==> src/rtl/shapool_result_collector.sv <==
// shapool_result_collector: nonce counter, hit capture and hit FIFO between the hash pool and the IO block.
// Optional NONCE_OFFSET_CORRECT_EN: report (nonce - 1) so the host needs no correction.
module shapool_result_collector #(
  parameter int POOL_SIZE         = 2,
  parameter int POOL_SIZE_LOG2    = 1,
  parameter int FIFO_DEPTH        = 4,
  parameter int FIFO_DEPTH_LOG2   = 2,
  parameter int RESULT_DATA_WIDTH = 40
) (
  input  logic                         clk,
  input  logic                         reset,
  input  logic [7:0]                   nonce_start,
  input  logic                         run,
  input  logic                         round_done,
  input  logic [POOL_SIZE-1:0]         match_flags,
  input  logic                         result_ack,
  output logic                         shapool_success,
  output logic [RESULT_DATA_WIDTH-1:0] shapool_result,
  output logic                         overflow,
  output logic                         exhausted
);
  localparam int CW = FIFO_DEPTH_LOG2 + 1;
  logic                         r_run_q;
  logic [31:0]                  r_nonce;
  logic                         r_exhausted;
  logic                         r_overflow;
  logic [RESULT_DATA_WIDTH-1:0] r_mem [FIFO_DEPTH];
  logic [FIFO_DEPTH_LOG2-1:0]   r_wp;
  logic [FIFO_DEPTH_LOG2-1:0]   r_rp;
  logic [CW-1:0]                r_cnt;
  logic                         w_start;
  logic                         w_round;
  logic                         w_push;
  logic                         w_empty;
  logic                         w_full;
  logic                         w_pop;
  logic                         w_store;
  logic                         w_wrap;
  logic [23:0]                  w_base;
  logic [23:0]                  w_low;
  logic [31:0]                  w_nonce_nxt;
  logic [RESULT_DATA_WIDTH-1:0] w_entry;
  assign w_start = run & ~r_run_q;
  // A round landing on the run rising edge is discarded: the flush wins.
  assign w_round = round_done & run & ~r_exhausted & ~w_start;
  assign w_push  = w_round & |match_flags;
  assign w_empty = r_cnt == '0;
  assign w_full  = r_cnt == CW'(FIFO_DEPTH);
  assign w_pop   = result_ack & ~w_empty;
  assign w_store = w_push & (~w_full | w_pop);
  assign w_wrap  = r_nonce[23:0] == 24'hFFFFFF;
`ifdef NONCE_OFFSET_CORRECT_EN
  assign w_base = r_nonce[23:0] - 24'd1;
`else
  assign w_base = r_nonce[23:0];
`endif
  // Host expects the top POOL_SIZE_LOG2 bits of the low nonce field cleared.
  assign w_low   = (w_base << POOL_SIZE_LOG2) >> POOL_SIZE_LOG2;
  assign w_entry = {r_nonce[31:24], w_low, 8'(match_flags)};
  assign w_nonce_nxt = w_start ? {nonce_start, 24'h0} :
                       (w_round & ~w_wrap) ? {r_nonce[31:24], r_nonce[23:0] + 24'd1} : r_nonce;
  always_ff @(posedge clk) begin
    if (reset) begin
      r_run_q     <= 1'b0;
      r_nonce     <= '0;
      r_exhausted <= 1'b0;
      r_overflow  <= 1'b0;
      r_wp        <= '0;
      r_rp        <= '0;
      r_cnt       <= '0;
    end else begin
      r_run_q <= run;
      r_nonce <= w_nonce_nxt;
      if (w_start) begin
        r_exhausted <= 1'b0;
        r_overflow  <= 1'b0;
        r_wp        <= '0;
        r_rp        <= '0;
        r_cnt       <= '0;
      end else begin
        if (w_round & w_wrap) r_exhausted <= 1'b1;
        if (w_push & w_full & ~w_pop) r_overflow <= 1'b1;
        if (w_store) r_wp <= r_wp + FIFO_DEPTH_LOG2'(1);
        if (w_pop) r_rp <= r_rp + FIFO_DEPTH_LOG2'(1);
        r_cnt <= r_cnt + CW'(w_store) - CW'(w_pop);
      end
    end
  end
  always_ff @(posedge clk) begin
    if (!reset && w_store) r_mem[r_wp] <= w_entry;
  end
  assign shapool_success = ~w_empty;
  assign shapool_result  = w_empty ? '0 : r_mem[r_rp];
  assign overflow        = r_overflow;
  assign exhausted       = r_exhausted;
endmodule

==> config.mk <==
export PLATFORM = sky130hd
export DESIGN_NAME = shapool_result_collector
export DESIGN_NICKNAME = d
export VERILOG_FILES = /design/src/rtl/shapool_result_collector.sv
export SDC_FILE = /design/constraint.sdc
export NUM_CORES = 1
export LEC_CHECK = 0
export BUFFER_PORTS_ARGS = -buffer_cell sky130_fd_sc_hd__buf_2
export CAP_MARGIN = 0
export CORE_MARGIN = 3
export CORE_UTILIZATION = 39
export CTS_CLUSTER_DIAMETER = 80
export DETAILED_ROUTE_END_ITERATION = 6
export PLACE_DENSITY_LB_ADDON = 0.3
export SYNTH_ARGS = -nofsm -noshare
export SYNTH_HDL_FRONTEND = slang
export SYNTH_SLANG_ARGS = --single-unit
==> constraint.sdc <==
create_clock -name clk -period 2.6 [get_ports clk]
set_input_delay 0.13 -clock clk [delete_from_list [all_inputs] [get_ports clk]]
set_output_delay 0.13 -clock clk [all_outputs]
set_load 0.01 [all_outputs]
==> summary.md <==
| Metric | Value |
|---|---|
| Status | `complete, no violations` |
| Final setup viols | `0` |
| Final net count | `560` |
| Synth Flop Type | `edfxtp_1` |
| Actual slew at the worst max-slew pin | `0.770 ns` |
| Switching Power | `1.33 mW` |
| Post-synth EDFFs | `132` |
| Pre-CTS setup slack | `0.225 ns` |
| DR vias | `3930` |
| Placeable Area | `0.0175 sq mm` |
| Initial Util | `0.404` |
| Maximum fanout along the worst path | `4` |
| Tightest Hold Check Type | `in -> reg` |
| CTS buffer count | `17` |
| Setup TNS | `0 ns` |
| CP max stage cell | `dlygate4sd3_1` |
| Die height | `141 um` |
| Placed cell count | `732` |
| Area of the mapped netlist | `0.00708 sq mm` |
| Hold endpoint | `r_nonce[29]$_SDFFE_PP0N_` |
| Area of the die | `0.0198 sq mm` |
| GRT Total Usage | `0.143` |
| Vias in the first global route | `4133` |
| Achievable Freq | `416 MHz` |
| Ys Warns | `0` |
| Netlist cell types | `39` |
| Internal power | `4.54 mW` |
| Critical R2R Capture | `r_cnt[2]$_SDFF_PP0_` |
| Crit share post-route | `0.924` |
| Gate power share | `0.063` |
| Post-synth ARST share | `0` |
| Port Buffers | `50` |
| Seq/Total Area, Yosys | `0.684` |
| Fin crit period | `2.40 ns` |
| Site Rows | `48` |
| Pins Over Slew Limit | `0` |
| Crit path arrival time | `2.72 ns` |
| Number of DRC markers in iteration 0 | `302` |
| Finished Core Util | `0.478` |
| Area grow syn2layout | `18.4%` |
| Critical Path Sink Type | `flop` |
| Hold path startpoint | `reset` |
| Power share of the clock group | `0.421` |
| Worst setup margin | `0.197 ns` |
| Sink Count | `176` |
| Worst VDD drop | `0.435 mV` |
| Worst r2r src | `exhausted$_SDFFE_PP0P_` |
| Worst Hold Depth | `2` |
| Vias/cell | `5.07` |
| MaxCap Viol Count | `0` |
| Worst-skew pair later-pin latency | `0.42 ns` |
| Commonest non-fill, non-tap cell in the layout | `edfxtp_1` |
| Antenna Violating Nets Remaining | `0` |
| DP HPWL | `8320 um` |
| Leak Pwr | `2.94 nW` |
| CTS Hold Buffers Added | `11` |
| Crit path kind | `in -> reg` |
| Max Root-Sink Buffers | `2` |
| Post-synthesis register bit count | `176` |
| ANT cells | `0` |
| First-pass GRT wire length | `21800 um` |
| Syn Inst Count | `461` |
| Die width | `141 um` |
| DRC Markers | `0` |
| Drt pass-1 iters | `4` |
| Slew Limit Headroom | `0.487` |
| Setup bufs post-CTS | `0` |
| Largest net degree at the start of global routing | `35` |
| Crit path cell chain | `dlygate4sd3_1 > buf_2 > and4b_1 > o21a_1 > nor2b_1 > inv_1 > ha_1 > inv_1 > ha_1 > fa_1 > xnor2_1 > xnor2_1 > nor2_1` |
| Placer Congestion | `0.815` |
| Seq pwr share | `0.516` |
| Worst Reg-to-Reg Cells | `11` |
| Setup crit start kind | `input port` |
| Initial antenna violation count | `0` |
| Routed len/inst | `17.3 um` |
| Switching Fraction | `0.227` |
| Wire length after detailed routing | `13400 um` |
| Pwr dens | `700 mW/mm^2` |
| Layout cells sized above 1 | `0.251` |
| CP max stage delay | `0.53 ns` |
| Cts repair resizes | `0` |
| Final hold vios | `0` |
| Setup slack, reg-to-reg | `0.20 ns` |
| Ports | `58` |
| Avg Cell Area, Syn | `15.4 sq um` |
| H-tree levels | `4` |
| Clock Tree Root | `clkbuf_16` |
| Most frequent cells in the layout | `132 x edfxtp_1, 50 x buf_2, 43 x dfxtp_1` |
| Non-Filler Instances | `775` |
| GR Overflow Total | `0` |
| Clk slew on worst S/H paths | `0.07 ns` |
| CTS tree | `yes` |
| CP required | `2.91 ns` |
| RSZ-0062 raised after global routing | `false` |
| Clock Skew | `0.0108 ns` |
## cell type report
class | count | area [sq um]
clock buffers | 18 | 429
inverters | 9 | 33.8
repair buffers | 80 | 553
well taps | 225 | 282
clock inverters | 14 | 149
flip-flops and latches | 176 | 4850
fillers | 1543 | 9160
multi-input cells | 253 | 2090
## cell families after synthesis
| family | after synthesis | synth area share |
|---|---|---|
| other | 1 | 0.000530 |
| buffers and inverters | 38 | 0.0247 |
| xor gates and xnor gates | 23 | 0.0284 |
| muxes | 34 | 0.106 |
| DFF | 176 | 0.684 |
| AOI/OAI and AO/OA | 41 | 0.0378 |
| adders and majority gates | 8 | 0.0152 |
| and+or+nand+nor | 140 | 0.103 |
## worst max-delay path by stage
stage | startpoint | to | slack, ns | depth (start not counted)
final | run | r_cnt[2]$_SDFF_PP0_ | 0.20 | 13
after global routing | exhausted$_SDFFE_PP0P_ | r_cnt[2]$_SDFF_PP0_ | 0.05 | 11
after CTS | exhausted$_SDFFE_PP0P_ | r_cnt[2]$_SDFF_PP0_ | 0.19 | 11
after detailed placement | exhausted$_SDFFE_PP0P_ | r_cnt[2]$_SDFF_PP0_ | 0.22 | 11
after global placement | exhausted$_SDFFE_PP0P_ | r_cnt[2]$_SDFF_PP0_ | 0.29 | 11
after floorplan | exhausted$_SDFFE_PP0P_ | r_mem[0][0]$_DFFE_PP_ | 0.04 | 7
## stage by stage
stage                     cell area [sq um]  hold slack [ns]  power [mW]
after floorplan                        7100            0.229        3.33
after global placement                 7690            0.362        3.45
after detailed placement               7690            0.375        3.46
after CTS                              8380           0.0337        5.94
after global routing                   8380           0.0452        6.10
final                                  8380           0.0503        5.86
## power groups by stage
stage	logic [mW]	registers, mW	clock network (mW)
CTS	0.386	3.02	2.53
floorplan	0.247	3.08	0
detailed placement	0.371	3.09	0
finish	0.372	3.03	2.47
global route	0.415	3.03	2.66
global placement	0.363	3.08	0
## layer usage
metal  up-vias  global-route usage  part of all wire
met5         -                   0                 0
met4         0              0.0479             0.014
met3        16              0.0322             0.040
met2        82               0.244              0.52
met1      1960               0.181              0.43
li1       1872                   -                 -
## state kept, by name (all words and copies together), names as in the netlist, named ones only
register   count
r_mem        132
exhausted      1
overflow       1
r_nonce       32
r_rp           2
r_wp           2
r_cnt          3
r_run_q        1
## worst max-delay path: cells and delay by family
kind | cells | cell delay, ns
fa+ha+maj | 3 | 0.84
buf+inv | 4 | 0.79
simple gates | 3 | 0.47
xor+xnor | 2 | 0.33
compound gates | 1 | 0.16
## Yosys cell counts (3+ instances only)
library cell | number | area share
xnor2_1 | 22 | 0.027
clkbuf_1 | 17 | 0.0090
or3_1 | 3 | 0.0027
and4_1 | 3 | 0.0037
mux4_2 | 33 | 0.10
ha_1 | 7 | 0.012
edfxtp_1 | 132 | 0.56
nor2_1 | 32 | 0.017
a2111oi_0 | 8 | 0.0099
nor2b_1 | 3 | 0.0027
a211oi_1 | 5 | 0.0053
and2_1 | 40 | 0.035
o21ai_0 | 4 | 0.0028
inv_1 | 9 | 0.0048
buf_2 | 5 | 0.0035
dfxtp_1 | 44 | 0.12
a21oi_1 | 17 | 0.012
a31oi_1 | 3 | 0.0027
nand4_1 | 9 | 0.0079
nand2b_1 | 3 | 0.0027
buf_4 | 7 | 0.0074
nand2_1 | 32 | 0.017
nand3_1 | 7 | 0.0049
No activity file was read; power rests on OpenSTA's default activity.
